File: config.mk
export PLATFORM = sky130hd
export DESIGN_NAME = ctrl_idex_hazard
export DESIGN_NICKNAME = d
export VERILOG_FILES = /design/src/rtl/ctrl_idex_hazard.sv
export SDC_FILE = /design/constraint.sdc
export NUM_CORES = 1
export LEC_CHECK = 0
export CORE_UTILIZATION = 32
export CTS_BUF_LIST = sky130_fd_sc_hd__clkbuf_4 sky130_fd_sc_hd__clkbuf_8
export DETAILED_ROUTE_END_ITERATION = 10
export SYNTH_ARGS = -nofsm -noshare
export SYNTH_HDL_FRONTEND = slang
export SYNTH_SLANG_ARGS = --single-unit
File: constraint.sdc
create_clock -name i_clk -period 2.5 [get_ports i_clk]
set_input_delay 0.5 -clock i_clk [delete_from_list [all_inputs] [get_ports i_clk]]
set_output_delay 0.5 -clock i_clk [all_outputs]
set_load 0.02 [all_outputs]
File: src/rtl/ctrl_idex_hazard.sv
// ID/EX control register: decodes the ID instruction, inserts load-use bubbles, applies flushes.
// Define CTRL_MULDIV_EN to decode MULT/DIV/MFHI/MFLO and hold off HI/LO users while the unit is busy.
module ctrl_idex_hazard #(
  parameter int NB_OPCODE     = 6,
  parameter int NB_FUNCT      = 6,
  parameter int NB_REG        = 5,
  parameter int NB_CTRL_EX    = 10,
  parameter int NB_CTRL_M     = 9,
  parameter int NB_CTRL_WB    = 2,
  parameter int MULDIV_CYCLES = 4
) (
  input  logic                  i_clk,
  input  logic                  i_rst,
  input  logic                  i_valid,
  input  logic [NB_OPCODE-1:0]  i_opcode,
  input  logic [NB_FUNCT-1:0]   i_funct,
  input  logic [NB_REG-1:0]     i_rs,
  input  logic [NB_REG-1:0]     i_rt,
  input  logic                  i_flush,
  output logic [NB_CTRL_WB-1:0] o_ctrl_wb_bus,
  output logic [NB_CTRL_M-1:0]  o_ctrl_mem_bus,
  output logic [NB_CTRL_EX-1:0] o_ctrl_exc_bus,
  output logic [NB_REG-1:0]     o_ex_rt,
  output logic                  o_valid_ex,
  output logic                  o_illegal,
  output logic                  o_stall
);

  localparam logic [NB_OPCODE-1:0] OP_RTYPE = NB_OPCODE'(6'h00);
  localparam logic [NB_OPCODE-1:0] OP_J     = NB_OPCODE'(6'h02);
  localparam logic [NB_OPCODE-1:0] OP_JAL   = NB_OPCODE'(6'h03);
  localparam logic [NB_OPCODE-1:0] OP_BEQ   = NB_OPCODE'(6'h04);
  localparam logic [NB_OPCODE-1:0] OP_BNE   = NB_OPCODE'(6'h05);
  localparam logic [NB_OPCODE-1:0] OP_ADDI  = NB_OPCODE'(6'h08);
  localparam logic [NB_OPCODE-1:0] OP_SLTI  = NB_OPCODE'(6'h0A);
  localparam logic [NB_OPCODE-1:0] OP_ANDI  = NB_OPCODE'(6'h0C);
  localparam logic [NB_OPCODE-1:0] OP_ORI   = NB_OPCODE'(6'h0D);
  localparam logic [NB_OPCODE-1:0] OP_XORI  = NB_OPCODE'(6'h0E);
  localparam logic [NB_OPCODE-1:0] OP_LUI   = NB_OPCODE'(6'h0F);
  localparam logic [NB_OPCODE-1:0] OP_LB    = NB_OPCODE'(6'h20);
  localparam logic [NB_OPCODE-1:0] OP_LH    = NB_OPCODE'(6'h21);
  localparam logic [NB_OPCODE-1:0] OP_LW    = NB_OPCODE'(6'h23);
  localparam logic [NB_OPCODE-1:0] OP_LBU   = NB_OPCODE'(6'h24);
  localparam logic [NB_OPCODE-1:0] OP_LHU   = NB_OPCODE'(6'h25);
  localparam logic [NB_OPCODE-1:0] OP_LWU   = NB_OPCODE'(6'h27);
  localparam logic [NB_OPCODE-1:0] OP_SB    = NB_OPCODE'(6'h28);
  localparam logic [NB_OPCODE-1:0] OP_SH    = NB_OPCODE'(6'h29);
  localparam logic [NB_OPCODE-1:0] OP_SW    = NB_OPCODE'(6'h2B);

  localparam logic [NB_FUNCT-1:0] F_SLL  = NB_FUNCT'(6'h00);
  localparam logic [NB_FUNCT-1:0] F_SRL  = NB_FUNCT'(6'h02);
  localparam logic [NB_FUNCT-1:0] F_SRA  = NB_FUNCT'(6'h03);
  localparam logic [NB_FUNCT-1:0] F_SLLV = NB_FUNCT'(6'h04);
  localparam logic [NB_FUNCT-1:0] F_SRLV = NB_FUNCT'(6'h06);
  localparam logic [NB_FUNCT-1:0] F_SRAV = NB_FUNCT'(6'h07);
  localparam logic [NB_FUNCT-1:0] F_JR   = NB_FUNCT'(6'h08);
  localparam logic [NB_FUNCT-1:0] F_JALR = NB_FUNCT'(6'h09);
  localparam logic [NB_FUNCT-1:0] F_ADD  = NB_FUNCT'(6'h20);
  localparam logic [NB_FUNCT-1:0] F_ADDU = NB_FUNCT'(6'h21);
  localparam logic [NB_FUNCT-1:0] F_SUB  = NB_FUNCT'(6'h22);
  localparam logic [NB_FUNCT-1:0] F_SUBU = NB_FUNCT'(6'h23);
  localparam logic [NB_FUNCT-1:0] F_AND  = NB_FUNCT'(6'h24);
  localparam logic [NB_FUNCT-1:0] F_OR   = NB_FUNCT'(6'h25);
  localparam logic [NB_FUNCT-1:0] F_XOR  = NB_FUNCT'(6'h26);
  localparam logic [NB_FUNCT-1:0] F_NOR  = NB_FUNCT'(6'h27);
  localparam logic [NB_FUNCT-1:0] F_SLT  = NB_FUNCT'(6'h2A);
  localparam logic [NB_FUNCT-1:0] F_SLTU = NB_FUNCT'(6'h2B);

  localparam logic [3:0] ALU_ADD = 4'b0000, ALU_SUB = 4'b0001, ALU_RTYPE = 4'b0010;
  localparam logic [3:0] ALU_AND = 4'b0100, ALU_OR = 4'b0101, ALU_XOR = 4'b0110;
  localparam logic [3:0] ALU_LUI = 4'b0111, ALU_SLT = 4'b1000;

  if (MULDIV_CYCLES < 1) begin : g_cycles_check
    $error("MULDIV_CYCLES must be at least 1");
  end

  logic [9:0] dec_ex;
  logic [8:0] dec_mem;
  logic [1:0] dec_wb;
  logic       dec_illegal, dec_reads_rt;
  logic       load_use, md_stall, load_ok;

  logic [NB_CTRL_WB-1:0] wb_q, wb_d;
  logic [NB_CTRL_M-1:0]  mem_q, mem_d;
  logic [NB_CTRL_EX-1:0] ex_q, ex_d;
  logic [NB_REG-1:0]     rt_q, rt_d;
  logic                  valid_q, valid_d, illegal_q, illegal_d;

`ifdef CTRL_MULDIV_EN
  localparam logic [NB_FUNCT-1:0] F_MFHI  = NB_FUNCT'(6'h10);
  localparam logic [NB_FUNCT-1:0] F_MFLO  = NB_FUNCT'(6'h12);
  localparam logic [NB_FUNCT-1:0] F_MULT  = NB_FUNCT'(6'h18);
  localparam logic [NB_FUNCT-1:0] F_MULTU = NB_FUNCT'(6'h19);
  localparam logic [NB_FUNCT-1:0] F_DIV   = NB_FUNCT'(6'h1A);
  localparam logic [NB_FUNCT-1:0] F_DIVU  = NB_FUNCT'(6'h1B);
  localparam logic [3:0]          ALU_MULDIV = 4'b0011;
  localparam int                  NB_CNT = $clog2(MULDIV_CYCLES + 1);

  typedef enum logic {MD_IDLE, MD_BUSY} md_state_e;
  md_state_e         md_state_q, md_state_d;
  logic [NB_CNT-1:0] md_cnt_q, md_cnt_d;
  logic              dec_muldiv, dec_mfhilo, md_busy;
`endif

  always_comb begin
    dec_ex       = '0;
    dec_mem      = '0;
    dec_wb       = '0;
    dec_illegal  = 1'b0;
    dec_reads_rt = 1'b0;
`ifdef CTRL_MULDIV_EN
    dec_muldiv   = 1'b0;
    dec_mfhilo   = 1'b0;
`endif
    case (i_opcode)
      OP_RTYPE: begin
        dec_reads_rt = 1'b1;
        dec_ex       = {1'b1, 1'b0, ALU_RTYPE, 4'b0000};
        dec_wb       = 2'b10;
        case (i_funct)
          F_SLL, F_SRL, F_SRA: dec_ex[3] = 1'b1;
          F_SLLV, F_SRLV, F_SRAV, F_ADD, F_ADDU, F_SUB, F_SUBU,
          F_AND, F_OR, F_XOR, F_NOR, F_SLT, F_SLTU: dec_ex[3] = 1'b0;
          F_JR: begin
            dec_ex[1] = 1'b1;
            dec_wb    = 2'b00;
          end
          F_JALR: dec_ex[1:0] = 2'b11;
`ifdef CTRL_MULDIV_EN
          F_MULT, F_MULTU, F_DIV, F_DIVU: begin
            dec_ex[7:4] = ALU_MULDIV;
            dec_wb      = 2'b00;
            dec_muldiv  = 1'b1;
          end
          F_MFHI, F_MFLO: dec_mfhilo = 1'b1;
`endif
          default: begin
            dec_ex      = '0;
            dec_wb      = '0;
            dec_illegal = 1'b1;
          end
        endcase
      end
      // opcode[1:0] gives the access size and opcode[2] the unsigned flag for loads and stores
      OP_LB, OP_LH, OP_LW, OP_LBU, OP_LHU, OP_LWU: begin
        dec_ex  = {2'b01, ALU_ADD, 4'b0000};
        dec_mem = {1'b1, 3'b000, i_opcode[1:0], i_opcode[2], 2'b00};
        dec_wb  = 2'b11;
      end
      OP_SB, OP_SH, OP_SW: begin
        dec_reads_rt = 1'b1;
        dec_ex       = {2'b01, ALU_ADD, 4'b0000};
        dec_mem      = {1'b0, 1'b1, 2'b00, i_opcode[1:0], 3'b000};
      end
      OP_ADDI: begin dec_ex = {2'b01, ALU_ADD, 4'b0000}; dec_wb = 2'b10; end
      OP_SLTI: begin dec_ex = {2'b01, ALU_SLT, 4'b0000}; dec_wb = 2'b10; end
      OP_ANDI: begin dec_ex = {2'b01, ALU_AND, 4'b0000}; dec_wb = 2'b10; end
      OP_ORI:  begin dec_ex = {2'b01, ALU_OR,  4'b0000}; dec_wb = 2'b10; end
      OP_XORI: begin dec_ex = {2'b01, ALU_XOR, 4'b0000}; dec_wb = 2'b10; end
      OP_LUI:  begin dec_ex = {2'b01, ALU_LUI, 4'b0000}; dec_wb = 2'b10; end
      OP_BEQ, OP_BNE: begin
        dec_reads_rt = 1'b1;
        dec_ex       = {2'b00, ALU_SUB, 4'b0000};
        dec_mem[6]   = (i_opcode == OP_BEQ);
        dec_mem[5]   = (i_opcode == OP_BNE);
      end
      OP_J:   dec_ex = {2'b00, ALU_ADD, 4'b0100};
      OP_JAL: begin dec_ex = {2'b00, ALU_ADD, 4'b0101}; dec_wb = 2'b10; end
      default: dec_illegal = 1'b1;
    endcase
  end

  assign load_use = valid_q & mem_q[8] & (rt_q != '0) & i_valid &
                    ((rt_q == i_rs) | ((rt_q == i_rt) & dec_reads_rt));

`ifdef CTRL_MULDIV_EN
  always_ff @(posedge i_clk or negedge i_rst) begin
    if (!i_rst) begin
      md_state_q <= MD_IDLE;
      md_cnt_q   <= '0;
    end else begin
      md_state_q <= md_state_d;
      md_cnt_q   <= md_cnt_d;
    end
  end

  // Only a mul/div that actually enters ID/EX starts the busy window
  always_comb begin
    md_state_d = md_state_q;
    md_cnt_d   = md_cnt_q;
    case (md_state_q)
      MD_IDLE: if (load_ok && dec_muldiv) begin
        md_state_d = MD_BUSY;
        md_cnt_d   = NB_CNT'(MULDIV_CYCLES);
      end
      MD_BUSY: if (md_cnt_q == NB_CNT'(1)) begin
        md_state_d = MD_IDLE;
        md_cnt_d   = '0;
      end else begin
        md_cnt_d = md_cnt_q - NB_CNT'(1);
      end
      default: md_state_d = MD_IDLE;
    endcase
  end

  always_comb begin
    md_busy = (md_state_q == MD_BUSY);
  end

  assign md_stall = md_busy & i_valid & (dec_muldiv | dec_mfhilo);
`else
  assign md_stall = 1'b0;
`endif

  assign load_ok = i_valid & ~i_flush & ~load_use & ~md_stall;
  assign o_stall = i_rst & ~i_flush & (load_use | md_stall);

  always_comb begin
    wb_d      = '0;
    mem_d     = '0;
    ex_d      = '0;
    rt_d      = '0;
    valid_d   = 1'b0;
    illegal_d = 1'b0;
    if (load_ok) begin
      wb_d      = NB_CTRL_WB'(dec_wb);
      mem_d     = NB_CTRL_M'(dec_mem);
      ex_d      = NB_CTRL_EX'(dec_ex);
      rt_d      = i_rt;
      valid_d   = 1'b1;
      illegal_d = dec_illegal;
    end
  end

  always_ff @(posedge i_clk or negedge i_rst) begin
    if (!i_rst) begin
      wb_q      <= '0;
      mem_q     <= '0;
      ex_q      <= '0;
      rt_q      <= '0;
      valid_q   <= 1'b0;
      illegal_q <= 1'b0;
    end else begin
      wb_q      <= wb_d;
      mem_q     <= mem_d;
      ex_q      <= ex_d;
      rt_q      <= rt_d;
      valid_q   <= valid_d;
      illegal_q <= illegal_d;
    end
  end

  assign o_ctrl_wb_bus  = wb_q;
  assign o_ctrl_mem_bus = mem_q;
  assign o_ctrl_exc_bus = ex_q;
  assign o_ex_rt        = rt_q;
  assign o_valid_ex     = valid_q;
  assign o_illegal      = illegal_q;

endmodule

=== Yosys cells after proc, flatten, opt, wreduce, memory -nomap -nowiden ===
Index checks and enable logic that the tools add are counted.

* Bits in registers: 28
* Bits of input ports: 26
* Output and inout bits: 29
* Word-level logic and storage cells: 89

* Eq/ne operators: 38
* Muxes and demuxes: 19
* Bitwise logic cells: 12
* Reductions and logical operators: 14

{| class="wikitable"
|+ Operator list
! cell !! number
|-
| 6-bit == test (second input constant) || 19
|-
| 10-bit one-hot mux with 10 select lines || 1
|-
| 6-bit by 4-bit == test with 1-bit output (second input constant) || 8
|-
| 6-bit by 3-bit == test with 1-bit output (second input constant) || 5
|-
| 6-bit by 2-bit == test with 1-bit output (second input constant) || 4
|-
| 19-bit OR reduction || 1
|-
| 18-bit OR reduction || 1
|-
| 17-bit OR reduction || 1
|-
| 6-bit logical NOT || 2
|-
| 6-bit OR reduction || 2
|-
| 5-bit == test || 2
|-
| 10-bit two-way mux || 1
|-
| 5-bit one-hot mux with 2 select lines || 1
|-
| 10-bit OR reduction || 1
|-
| 1-bit bitwise AND || 9
|-
| 9-bit two-way mux || 1
|-
| 1-bit two-way mux || 7
|-
| 7-bit OR reduction || 1
|-
| 2-bit two-way mux || 3
|-
| 6-bit two-way mux || 1
|-
| 2-bit one-hot mux with 3 select lines || 1
|-
| 3-bit OR reduction || 2
|-
| 5-bit two-way mux || 1
|-
| 5-bit nonzero test || 1
|-
| 5 further kinds || 7
|}

=== Logic depth before layout (Yosys ltp) ===
Gate-level depths: netlist (run 1).

* Word-level depth: 9
* Mapped depth: 7

=== Worst setup path after synthesis (run 1) ===
OpenSTA, ideal clock, no wires.

* Path kind: reg-to-output
* Start: reg rt_q[3], in the netlist o_ex_rt[3]
* End: out o_stall
* Arrival: 1.719 ns
* Required time: 2.000 ns
* Setup slack: 0.281 ns
* Stages on the path, launching flop included: 7
* Cell sequence: dfrtp_1 xor2_1 nor4_1 o2111a_1 or2_1 clkbuf_1 and3b_1

* Cells in the longest elaborated chain, start to end: 5
* Elaborated cells on any way between the ends: 9

{| class="wikitable"
|+ Ends and longest elaborated chain
! item !! line !! text
|-
| start: declaration || 86 || <nowiki>logic [NB_REG-1:0] rt_q, rt_d;</nowiki>
|-
| start signal: assignment || 247 || <nowiki>rt_q <= rt_d;</nowiki>
|-
| 5-bit == test / 5-bit nonzero test (equally long branches) || 174, 173 ||
|-
| 1-bit bitwise AND, on equally long branches || 174, 173 ||
|-
| 1-bit OR / 1-bit bitwise AND (equally long branches) || 174, 173 ||
|-
| 1-bit bitwise AND * || 173 || <nowiki>assign load_use = valid_q & mem_q[8] & (rt_q != '0) & i_valid &</nowiki>
|-
| 1-bit bitwise AND * || 216 || <nowiki>assign o_stall = i_rst & ~i_flush & (load_use | md_stall);</nowiki>
|-
| end: declaration || 26 || <nowiki>output logic o_stall</nowiki>
|}

Mark *: on every way between the ends. The rest lies on a longest branch, timed or not.

=== Final worst setup path (run 1) ===
* Start: in i_rs[2]
* End: out o_stall

* Cells in the longest elaborated chain, start to end: 4

{| class="wikitable"
|+ Ends and longest elaborated chain
! item !! line !! text
|-
| start: declaration || 17 || <nowiki>input logic [NB_REG-1:0] i_rs,</nowiki>
|-
| 5-bit == test || 174 || <nowiki>((rt_q == i_rs) | ((rt_q == i_rt) & dec_reads_rt));</nowiki>
|-
| 1-bit OR || 174 ||
|-
| 1-bit bitwise AND || 173 ||
|-
| 1-bit bitwise AND || 216 ||
|}

No other way between the ends.

==> results of run 1 <==
[power groups by stage]
stage	logic, W	registers, W	clock network (W)
floorplan	0.0000778	0.000450	0
global placement	0.000184	0.000440	0
detailed placement	0.000189	0.000440	0
CTS	0.000189	0.000432	0.000242
global route	0.000206	0.000433	0.000267
finish	0.000189	0.000432	0.000228
[final cells by class]
type	count	area [sq um]
fill	376	1949
inverter	10	37.54
sequential	26	650.6
clock buffer	3	41.29
timing repair buffer	74	685.7
tap	50	62.56
multi-input combinational	103	688.2
[per-stage QoR]
stage | util (%) | cell area, sq um | worst slack, ns
after floorplan | - | 1420 | 0.2805
after global placement | 50.65 | 2085 | -0.5630
after detailed placement | 50.65 | 2085 | -0.6621
after CTS | 52.17 | 2147 | 0.008434
after global routing | 52.63 | 2166 | 0.004453
final | 52.63 | 2166 | 0.08454
[cells in the final DEF (no fill, tap or decap), types with 3 or more instances in the layout]
| cell type | Yosys | layout |
|---|---|---|
| buf_4 | 2 | 22 |
| clkbuf_8 | 0 | 3 |
| dlygate4sd2_1 | 0 | 5 |
| xor2_1 | 10 | 10 |
| nand2_1 | 7 | 7 |
| inv_1 | 9 | 9 |
| nand3_1 | 5 | 5 |
| nor4_2 | 2 | 4 |
| nor3_1 | 14 | 14 |
| a21oi_1 | 9 | 9 |
| nor2_1 | 15 | 15 |
| nand2b_1 | 4 | 3 |
| dfrtp_1 | 26 | 26 |
| clkdlybuf4s50_1 | 0 | 42 |
| nor4_1 | 5 | 3 |
[how the worst max path moves through the flow]
| stage | endpoint | startpoint | cells after the start |
|---|---|---|---|
| 2_1_floorplan | o_stall | o_ex_rt[3]$_DFF_PN0_ | 6 |
| 3_3_place_gp | o_stall | i_rt[3] | 7 |
| 3_5_place_dp | o_stall | i_rt[3] | 7 |
| 4_1_cts | o_stall | i_rt[3] | 7 |
| 5_1_grt | o_stall | i_rt[1] | 7 |
| 6_report | o_stall | i_rs[2] | 7 |
[cell families (layout without fill, tap and decap cells)]
| family | Yosys count | in the layout |
|---|---|---|
| XOR/XNOR | 10 | 10 |
| other | 1 | 2 |
| flip-flops | 26 | 26 |
| buffers and inverters | 21 | 87 |
| AND/OR/NAND/NOR | 73 | 73 |
| AO/OA/AOI/OAI | 18 | 18 |
[state kept, by name (all words and copies together) (netlist names)]
signal and flops:
o_ctrl_mem_bus 7, o_ctrl_exc_bus 10, o_ctrl_wb_bus 2, o_valid_ex 1
o_ex_rt 5, o_illegal 1
[layer usage]
| layer | vias to the layer above | track usage [%] | routed length, um |
|---|---|---|---|
| met5 | - | 0 | 0 |
| met4 | 0 | 8.073 | 56 |
| met3 | 4 | 3.618 | 125 |
| met2 | 42 | 31.13 | 1898 |
| met1 | 597 | 20.14 | 1582 |
| li1 | 646 | - | - |
[critical path, stage by stage]
cell	delay [ns]
clkdlybuf4s50_1	0.49
xor2_1	0.14
nor3_1	0.07
and3_1	0.18
or2_1	0.23
and3b_1	0.18
buf_6	0.13
[repair_timing]
action	CTS	global route
buffers inserted	1	1
endpoints found under the setup margin	1	1
pin swaps	4	5
resized for setup	16	5
==> results by group, run 1 <==
Outcome
  – Run status: finished clean

Die
  – Die width: 68.53 um
  – Initial Util: 34.42%
  – Number of core rows: 23
  – Die Footprint: 4696 sq um
  – # IOs: 55
  – Die Span Y: 68.53 um
  – CORE AREA: 4115 sq um

Global route
  – Tot GR Track Use: 17.59%
  – Initial antenna violation count: 0
  – First-pass GRT wire length: 5.975 mm
  – Largest net degree at the start of global routing: 27
  – Vias in the first global route: 1,332
  – GRT overflow: 0

Synth
  – Yosys warning count: 0
  – Yosys top cell area share: 45.94%
  – Netlist cell types: 41
  – Asr flop ratio synth: 100.0%
  – Area share of fa/ha/maj cells after synthesis: 0%
  – Compound-gate portion of the synthesized area: 9.276%
  – Syn Area/Cell: 9.506 sq um
  – Yosys reg bits: 26
  – Largest family of logic cells by synthesized area: simple AND/OR/NAND/NOR gates
  – Seq/Total Area, Yosys: 45.94%
  – Yosys top cell by area: dfrtp_1
  – Top_reg_cell synth: dfrtp_1
  – Cell with the most instances after synthesis: dfrtp_1
  – Xor/xnor cell area share of the yosys netlist: 6.184%
  – Number of enable flip-flop cells after synthesis: 0
  – Cells after Synth: 149
  – Mux share of post-synthesis cell area: 0%
  – Mapped Area: 1416 sq um
  – Area contributors post-synth: dfrtp_1, xor2_1, nor3_1
  – Synth Area in Simple Gates: 30.83%
  – Synth top cells by count: dfrtp_1, nor2_1, nor3_1, xor2_1

Clocking
  – Clock latency on the worst-skew pair: 0.26 ns
  – CTS tree: done
  – # clock sinks: 26
  – Num CTS Buffers: 3
  – Root Driver: clkbuf_8
  – Hold_buf cts: 0
  – H-tree depth: 1
  – CTS Buffer Depth: 2
  – Clk pin slew, worst setup/hold paths: 0.09 ns

Routing
  – DR DRC count: 0
  – Drt total wl: 3.662 mm
  – Vias/cell: 4.846
  – Antenna-violating nets left: 0
  – DRT iter0 DRCs: 36
  – Drt pass-1 iters: 6
  – Routed vias: 1,289
  – DR WL/cell: 13.77 um

Pwr
  – VDD IR-drop max: 163.5 uV
  – Switching part of the total power: 26.10%
  – Cell internal pwr: 0.0006273 W
  – Power per cell area: 391.9 nW/um^2
  – Psw: 0.0002215 W
  – Clk pwr share: 26.9%
  – Sequential share of power: 50.8%
  – Final Total Pwr: 0.0008489 W
  – Gate power share: 22.3%
  – Leakage: 1.014 nW

Hold path
  – Min-delay worst type: input port to register
  – Hold Path End: o_ex_rt[3]$_DFF_PN0_
  – HP Start: i_rt[3]
  – Hold-critical path depth: 3

STA
  – Post-Route Skew: 0.005455 ns
  – Fmax: 414.0 MHz
  – Hold Slack: 0.5043 ns
  – Final Setup Violations: 0
  – Final setup TNS: 0 ns
  – RSZ-0062 raised after global routing: false
  – Slew Viols, Final: 0
  – Final min period: 2.415 ns
  – Relative slew slack: 61.07%
  – Final Cycle Share: 96.62%
  – Worst-Margin Slew: 0.5840 ns
  – Fin. Hold Viols: 0

Critical path
  – Maximum fanout along the worst path: 2
  – CP required: 2.00 ns
  – Setup CP Type: input port to output port
  – CP arrival: 1.92 ns
  – Crit path launch type: input port
  – R2R setup slack: 0.33 ns
  – RR Startpoint: o_ex_rt[4]$_DFF_PN0_
  – Reg2reg path depth: 8
  – Reg2reg end: o_ctrl_exc_bus[1]$_DFF_PN0_
  – Crit. End Element: output port

Finish
  – # diodes: 0
  – Area growth from synthesis to layout: 52.92%
  – Share of post-route cells with drive strength above 1: 18.98%
  – Final nets: 244
  – Final non-filler cell total: 266

Placement
  – # port buffers: 52
  – Final HPWL DP: 2.836 mm
  – RePlAce Congestion: 0.8044
  – Placed cells: 261

Job
  – Max-Cap Viols: 0
No activity file was read; power rests on OpenSTA's default activity.
==> inputs of run 2 (changes only) <==
--- a/config.mk
+++ b/config.mk
@@ -8,6 +8,7 @@
 export CORE_UTILIZATION = 32
 export CTS_BUF_LIST = sky130_fd_sc_hd__clkbuf_4 sky130_fd_sc_hd__clkbuf_8
 export DETAILED_ROUTE_END_ITERATION = 10
+export SKIP_CTS_REPAIR_TIMING = 1
 export SYNTH_ARGS = -nofsm -noshare
 export SYNTH_HDL_FRONTEND = slang
 export SYNTH_SLANG_ARGS = --single-unit
==> run 2 against run 1 <==
Sequential share of layout area decreased by 0.36 points. Wire length increased by 0.30%. Hold slack got worse by 0.0094 ns. Maximum frequency decreased by 0.84%. First-iteration DRC count increased by 44%. Core utilization increased by 0.64 points. Setup slack got worse by 0.020 ns. Register-to-register slack improved by 0.12 ns. Critical path type unchanged. Critical endpoint unchanged.
==> results by group, run 2 (same netlist as run 1, synthesis figures left out) <==
Outcome
  – Run status: finished clean

STA
  – Relative slew slack: 60.69% (-0.38 points)
  – Fmax: 410.5 MHz (-0.84%)
  – Final min period: 2.436 ns (+0.02040 ns)
  – Final Cycle Share: 97.43% (+0.82 points)
  – RSZ-0062 raised after global routing: false
  – Final Setup Violations: 0 (unchanged)
  – Fin. Hold Viols: 0 (unchanged)
  – Post-Route Skew: 0.006240 ns (+0.0007845 ns)
  – Worst-Margin Slew: 0.5897 ns (+0.005732 ns)
  – Slew Viols, Final: 0 (unchanged)

Clocking
  – Root Driver: clkbuf_8
  – H-tree depth: 1 (unchanged)
  – Clock latency on the worst-skew pair: 0.26 ns (about the same)
  – CTS tree: done
  – CTS Buffer Depth: 2 (unchanged)
  – Num CTS Buffers: 3 (unchanged)
  – # clock sinks: 26 (unchanged)
  – Clk pin slew, worst setup/hold paths: 0.09 ns (about the same)

Pwr
  – Leakage: 1.083 nW (+6.8%)
  – Power per cell area: 388.8 nW/um^2 (-0.79%)
  – Final Total Pwr: 0.0008524 W (+0.41%)
  – VDD IR-drop max: 163.2 uV (-0.19%)

Finish
  – Area growth from synthesis to layout: 54.77%
  – Final nets: 243 (-0.41%)
  – Share of post-route cells with drive strength above 1: 18.60% (-0.38 points)
  – Most frequent cells in the layout: clkdlybuf4s50_1, dfrtp_1, buf_4, nor2_1, nor3_1
  – Largest register FFs: 10 (unchanged)
  – # diodes: 0 (unchanged)
  – Final non-filler cell total: 265 (-0.38%)
  – Fillers: 366 (-2.7%)
  – Most common cell after layout, fill and taps aside: clkdlybuf4s50_1

Critical path
  – Worst-path cell chain: clkdlybuf4s50_1, xor2_1, nor3_1, and3_1, or2_1, and3b_1, buf_4
  – Reg2reg path depth: 7 (-1)
  – Reg2reg end: o_ctrl_exc_bus[1]$_DFF_PN0_
  – Slowest Stage Delay on Critical Path: 0.48 ns (about the same)
  – CP arrival: 1.94 ns (+0.02 ns)
  – CP Buf/Inv Count: 2 (unchanged)
  – Slowest CP cell: clkdlybuf4s50_1
  – R2R setup slack: 0.45 ns (+0.12 ns)
  – CP required: 2.00 ns (about the same)
  – Family with the most delay on the worst path: simple AND/OR/NAND/NOR gates
  – Setup CP Type: input port to output port
  – Crit. End Element: output port
  – RR Startpoint: o_ex_rt[4]$_DFF_PN0_
  – Maximum fanout along the worst path: 2 (unchanged)
  – Crit path launch type: input port
  – Crit path launch: i_rs[2]

Placement
  – RePlAce Congestion: 0.8044 (unchanged)
  – Placed cells: 261 (unchanged)
  – Final HPWL DP: 2.836 mm (unchanged)
  – # port buffers: 52 (unchanged)

Die
  – # IOs: 55 (unchanged)
  – Die width: 68.53 um (unchanged)
  – Number of core rows: 23 (unchanged)
  – Initial Util: 34.42% (unchanged)
  – Die Footprint: 4696 sq um (unchanged)
  – CORE AREA: 4115 sq um (unchanged)
  – Die Span Y: 68.53 um (unchanged)

Global route
  – Largest net degree at the start of global routing: 27 (unchanged)
  – Tot GR Track Use: 17.62% (+0.035 points)
  – Initial antenna violation count: 0 (unchanged)
  – Vias in the first global route: 1,315 (-1.3%)
  – GRT overflow: 0 (unchanged)
  – First-pass GRT wire length: 6.023 mm (+0.80%)

Routing
  – Drt pass-1 iters: 4 (-2)
  – DR WL/cell: 13.86 um (+0.68%)
  – Routed vias: 1,270 (-1.5%)
  – DR DRC count: 0 (unchanged)
  – Drt total wl: 3.673 mm (+0.30%)
  – DRT iter0 DRCs: 52 (+44%)
  – Vias/cell: 4.792 (-1.1%)
  – Antenna-violating nets left: 0 (unchanged)

Hold path
  – HP Start: i_rt[4]
  – Hold Path End: o_ex_rt[4]$_DFF_PN0_
  – Hold-critical path depth: 3 (unchanged)
  – Min-delay worst type: input port to register

Job
  – Max-Cap Viols: 0 (unchanged)
run 2: final cells by class:
class | count | area (sq um) | share of cell area, %
tap | 50 | 62.56 | 2.854
sequential | 26 | 650.6 | 29.68
multi-input combinational | 103 | 696.9 | 31.79
timing repair buffer | 73 | 703.2 | 32.08
clock buffer | 3 | 41.29 | 1.884
inverter | 10 | 37.54 | 1.712
run 2: how the worst max path moves through the flow:
stage          endpoint  slack (ns)  cells past startpoint
2_1_floorplan   o_stall        0.28                      6
3_3_place_gp    o_stall       -0.56                      7
3_5_place_dp    o_stall       -0.66                      7
4_1_cts         o_stall       -0.68                      7
5_1_grt         o_stall       0.001                      7
6_report        o_stall        0.06                      7
run 2: per-layer routing:
| layer | share of wire, % | vias up | wire length, um | global-route usage (%) |
|---|---|---|---|---|
| met5 | 0 | - | 0 | 0 |
| met4 | 1.5 | 0 | 56 | 7.552 |
| met3 | 2.7 | 4 | 98 | 2.632 |
| met2 | 52 | 36 | 1927 | 31.50 |
| met1 | 43 | 584 | 1590 | 20.76 |
| li1 | - | 646 | - | - |
run 2: report_power, final:
part | internal, W | total [W] | switching (W)
logic | 0.0000944 | 0.000192 | 0.0000978
clock network | 0.000108 | 0.000229 | 0.000121
registers | 0.000427 | 0.000432 | 0.00000427
run 2: metrics by stage:
step	cell area (sq um)	setup slack, ns	TNS [ns]	utilization [%]	hold slack, ns
after CTS	2126	-0.6777	-0.6777	51.66	0.6294
after global placement	2085	-0.5630	-0.5630	50.65	0.9242
final	2192	0.06414	0	53.27	0.4950
after floorplan	1420	0.2805	0	-	0.2044
after global routing	2192	0.001031	0	53.27	0.4938
after detailed placement	2085	-0.6621	-0.6621	50.65	0.9179
run 2: worst register-to-register path: cells and delay by family (launching register included):
family / cells / cell delay (ns)
AND/OR/NAND/NOR: 3 / 1.01
buffers and inverters: 2 / 0.28
flip-flops: 1 / 0.40
AO/OA/AOI/OAI: 2 / 0.28
==> inputs of run 3 (changes only) <==
--- a/config.mk
+++ b/config.mk
@@ -5,9 +5,10 @@
 export SDC_FILE = /design/constraint.sdc
 export NUM_CORES = 1
 export LEC_CHECK = 0
-export CORE_UTILIZATION = 32
+export CORE_UTILIZATION = 45
 export CTS_BUF_LIST = sky130_fd_sc_hd__clkbuf_4 sky130_fd_sc_hd__clkbuf_8
 export DETAILED_ROUTE_END_ITERATION = 10
+export PLACE_DENSITY = 0.82
 export SKIP_CTS_REPAIR_TIMING = 1
 export SYNTH_ARGS = -nofsm -noshare
 export SYNTH_HDL_FRONTEND = slang
==> run 3 against run 2 <==
Count of clock-buffer cells in the layout stayed put. Critical path type unchanged. Sequential power is essentially flat. Via count increased by 3.7%. Largest power group unchanged. Clock power rose by 27%. Register-to-register slack improved by 0.19 ns. Wire length fell by 3.1%. Non-clock buffer count unchanged.
==> results by group, run 3 (same netlist as run 1, synthesis figures left out) <==
Outcome
  – Run status: finished clean

Finish
  – Largest register FFs: 10 (unchanged)
  – Multi-input logic area: 681.9 sq um (-2.2%)
  – Fillers: 200 (-45%)
  – Finished Core Util: 75.55% (+22 points)
  – Area growth from synthesis to layout: 53.44%
  – # diodes: 0 (unchanged)
  – Design Area, Final: 2173 sq um (-0.86%)
  – Share of post-route cells with drive strength above 1: 18.52% (-0.086 points)
  – Final nets: 243 (unchanged)
  – Most common cell after layout, fill and taps aside: clkdlybuf4s50_1
  – Most frequent cells in the layout: clkdlybuf4s50_1, dfrtp_1, buf_4, nor2_1, nor3_1
  – Total area of sequential cells: 650.6 sq um (unchanged)

Clocking
  – Root Driver: clkbuf_4
  – CTS Buffer Depth: 2 (unchanged)
  – Num CTS Buffers: 3 (unchanged)
  – CTS tree: done
  – Clk pin slew, worst setup/hold paths: 0.14 ns (+0.05 ns)
  – H-tree depth: 1 (unchanged)
  – # clock sinks: 26 (unchanged)
  – Clock latency on the worst-skew pair: 0.32 ns (+0.06 ns)

STA
  – Fin. Hold Viols: 0 (unchanged)
  – Fmax: 405.6 MHz (-1.2%)
  – Hold Slack: 0.4250 ns (-0.07002 ns)
  – Slew Viols, Final: 0 (unchanged)
  – Setup WS post-layout: 0.03432 ns (-0.02982 ns)
  – Final Cycle Share: 98.63% (+1.2 points)
  – Worst-Margin Slew: 0.5497 ns (-0.04001 ns)
  – Final min period: 2.466 ns (+0.02982 ns)
  – Relative slew slack: 63.35% (+2.7 points)
  – Final Setup Violations: 0 (unchanged)
  – Post-Route Skew: 0.003423 ns (-0.002817 ns)

Global route
  – Initial antenna violation count: 0 (unchanged)
  – Vias in the first global route: 1,336 (+1.6%)
  – Largest net degree at the start of global routing: 27 (unchanged)
  – Tot GR Track Use: 22.82% (+5.2 points)
  – First-pass GRT wire length: 5.913 mm (-1.8%)
  – GRT overflow: 0 (unchanged)

Routing
  – Vias/cell: 5.105 (+6.5%)
  – DR WL/cell: 13.79 um (-0.47%)
  – DR DRC count: 0 (unchanged)
  – Drt pass-1 iters: 4 (unchanged)
  – Antenna-violating nets left: 0 (unchanged)
  – Routed vias: 1,317 (+3.7%)
  – DRT iter0 DRCs: 39 (-25%)
  – Drt total wl: 3.559 mm (-3.1%)

Critical path
  – Reg2reg end: o_ctrl_exc_bus[1]$_DFF_PN0_
  – Reg2reg path depth: 6 (-1)
  – Slowest Stage Delay on Critical Path: 0.47 ns (about the same)
  – RR Startpoint: o_ex_rt[4]$_DFF_PN0_
  – CP arrival: 1.97 ns (+0.03 ns)
  – Worst-path cell chain: clkdlybuf4s50_1, xor2_1, nor3_1, and3_1, or2_1, and3b_1, buf_4
  – R2R setup slack: 0.64 ns (+0.19 ns)
  – Crit. End Element: output port
  – CP required: 2.00 ns (about the same)
  – Maximum fanout along the worst path: 2 (unchanged)
  – Crit path launch type: input port
  – Slowest CP cell: clkdlybuf4s50_1
  – Setup CP Type: input port to output port

Pwr
  – Leakage: 1.067 nW (-1.5%)
  – Final Total Pwr: 0.0009132 W (+7.1%)
  – VDD IR-drop max: 488.0 uV (+200%)
  – Power per cell area: 420.2 nW/um^2 (+8.1%)

Hold path
  – HP Start: i_rt[0]
  – Hold Path End: o_ex_rt[0]$_DFF_PN0_
  – Hold-critical path depth: 3 (unchanged)
  – Min-delay worst type: input port to register

Placement
  – DP Area: 2067 sq um (-0.84%)
  – RePlAce Congestion: 0.9323 (+16%)
  – Final HPWL DP: 2.602 mm (-8.3%)
  – # port buffers: 52 (unchanged)
  – Post-Place Worst Slack: -0.5578 ns (+0.1043 ns)

Die
  – Die width: 58.10 um (-15%)
  – Number of core rows: 19 (-17%)
  – Die Footprint: 3376 sq um (-28%)
  – # IOs: 55 (unchanged)
  – Die Span Y: 58.10 um (-15%)
  – Initial Util: 49.24% (+15 points)
  – CORE AREA: 2877 sq um (-30%)

Job
  – Max-Cap Viols: 0 (unchanged)
[run 3: cell types whose count changed in the layout (fill, tap and decap cells not counted), moves of 2 or more]
cell | before | now
clkdlybuf4s50_1 | 40 | 42
dlymetal6s2s_1 | 11 | 9
clkbuf_8 | 3 | 0
nor4_1 | 3 | 5
clkbuf_4 | 0 | 3
[run 3: layout make-up]
cell class	count	share of cell area, %
Clock buffer	3	1.036
Clock inverter	1	1.382
Inverter	10	1.727
Multi-Input combinational cell	103	31.38
Sequential cell	26	29.94
Tap cell	42	2.418
Timing Repair Buffer	73	32.12
[run 3: report_power, final]
part           switching (W)  internal [W]
clock               0.000128      0.000162
combinational      0.0000969     0.0000947
sequential        0.00000403      0.000428
total               0.000228      0.000685
[run 3: how the worst max path moves through the flow]
stage | start | end | cells past startpoint
6_report | i_rs[4] | o_stall | 7
5_1_grt | i_rs[4] | o_stall | 7
4_1_cts | i_opcode[1] | o_stall | 7
3_5_place_dp | i_opcode[0] | o_stall | 7
3_3_place_gp | i_opcode[0] | o_stall | 7
2_1_floorplan | o_ex_rt[3]$_DFF_PN0_ | o_stall | 6
[run 3: worst max-delay path, delay by kind of cell]
family / cells / cell delay [ns]
xor+xnor: 1 / 0.16
buf+inv: 2 / 0.62
simple gates: 4 / 0.69
[run 3: per-layer routing]
metal	vias up	GRT usage [%]	wire length, um
met5	-	0	0
met4	0	10.54	72
met3	6	2.679	161
met2	51	39.41	1805
met1	612	28.51	1520
li1	648	-	-
[run 3: through the flow]
step | std cells | TNS [ns]
floorplan | 150 | 0
global placement | 252 | -0.5405
detailed placement | 252 | -0.5578
CTS | 256 | -0.5828
global route | 258 | -0.02497
finish | 258 | 0
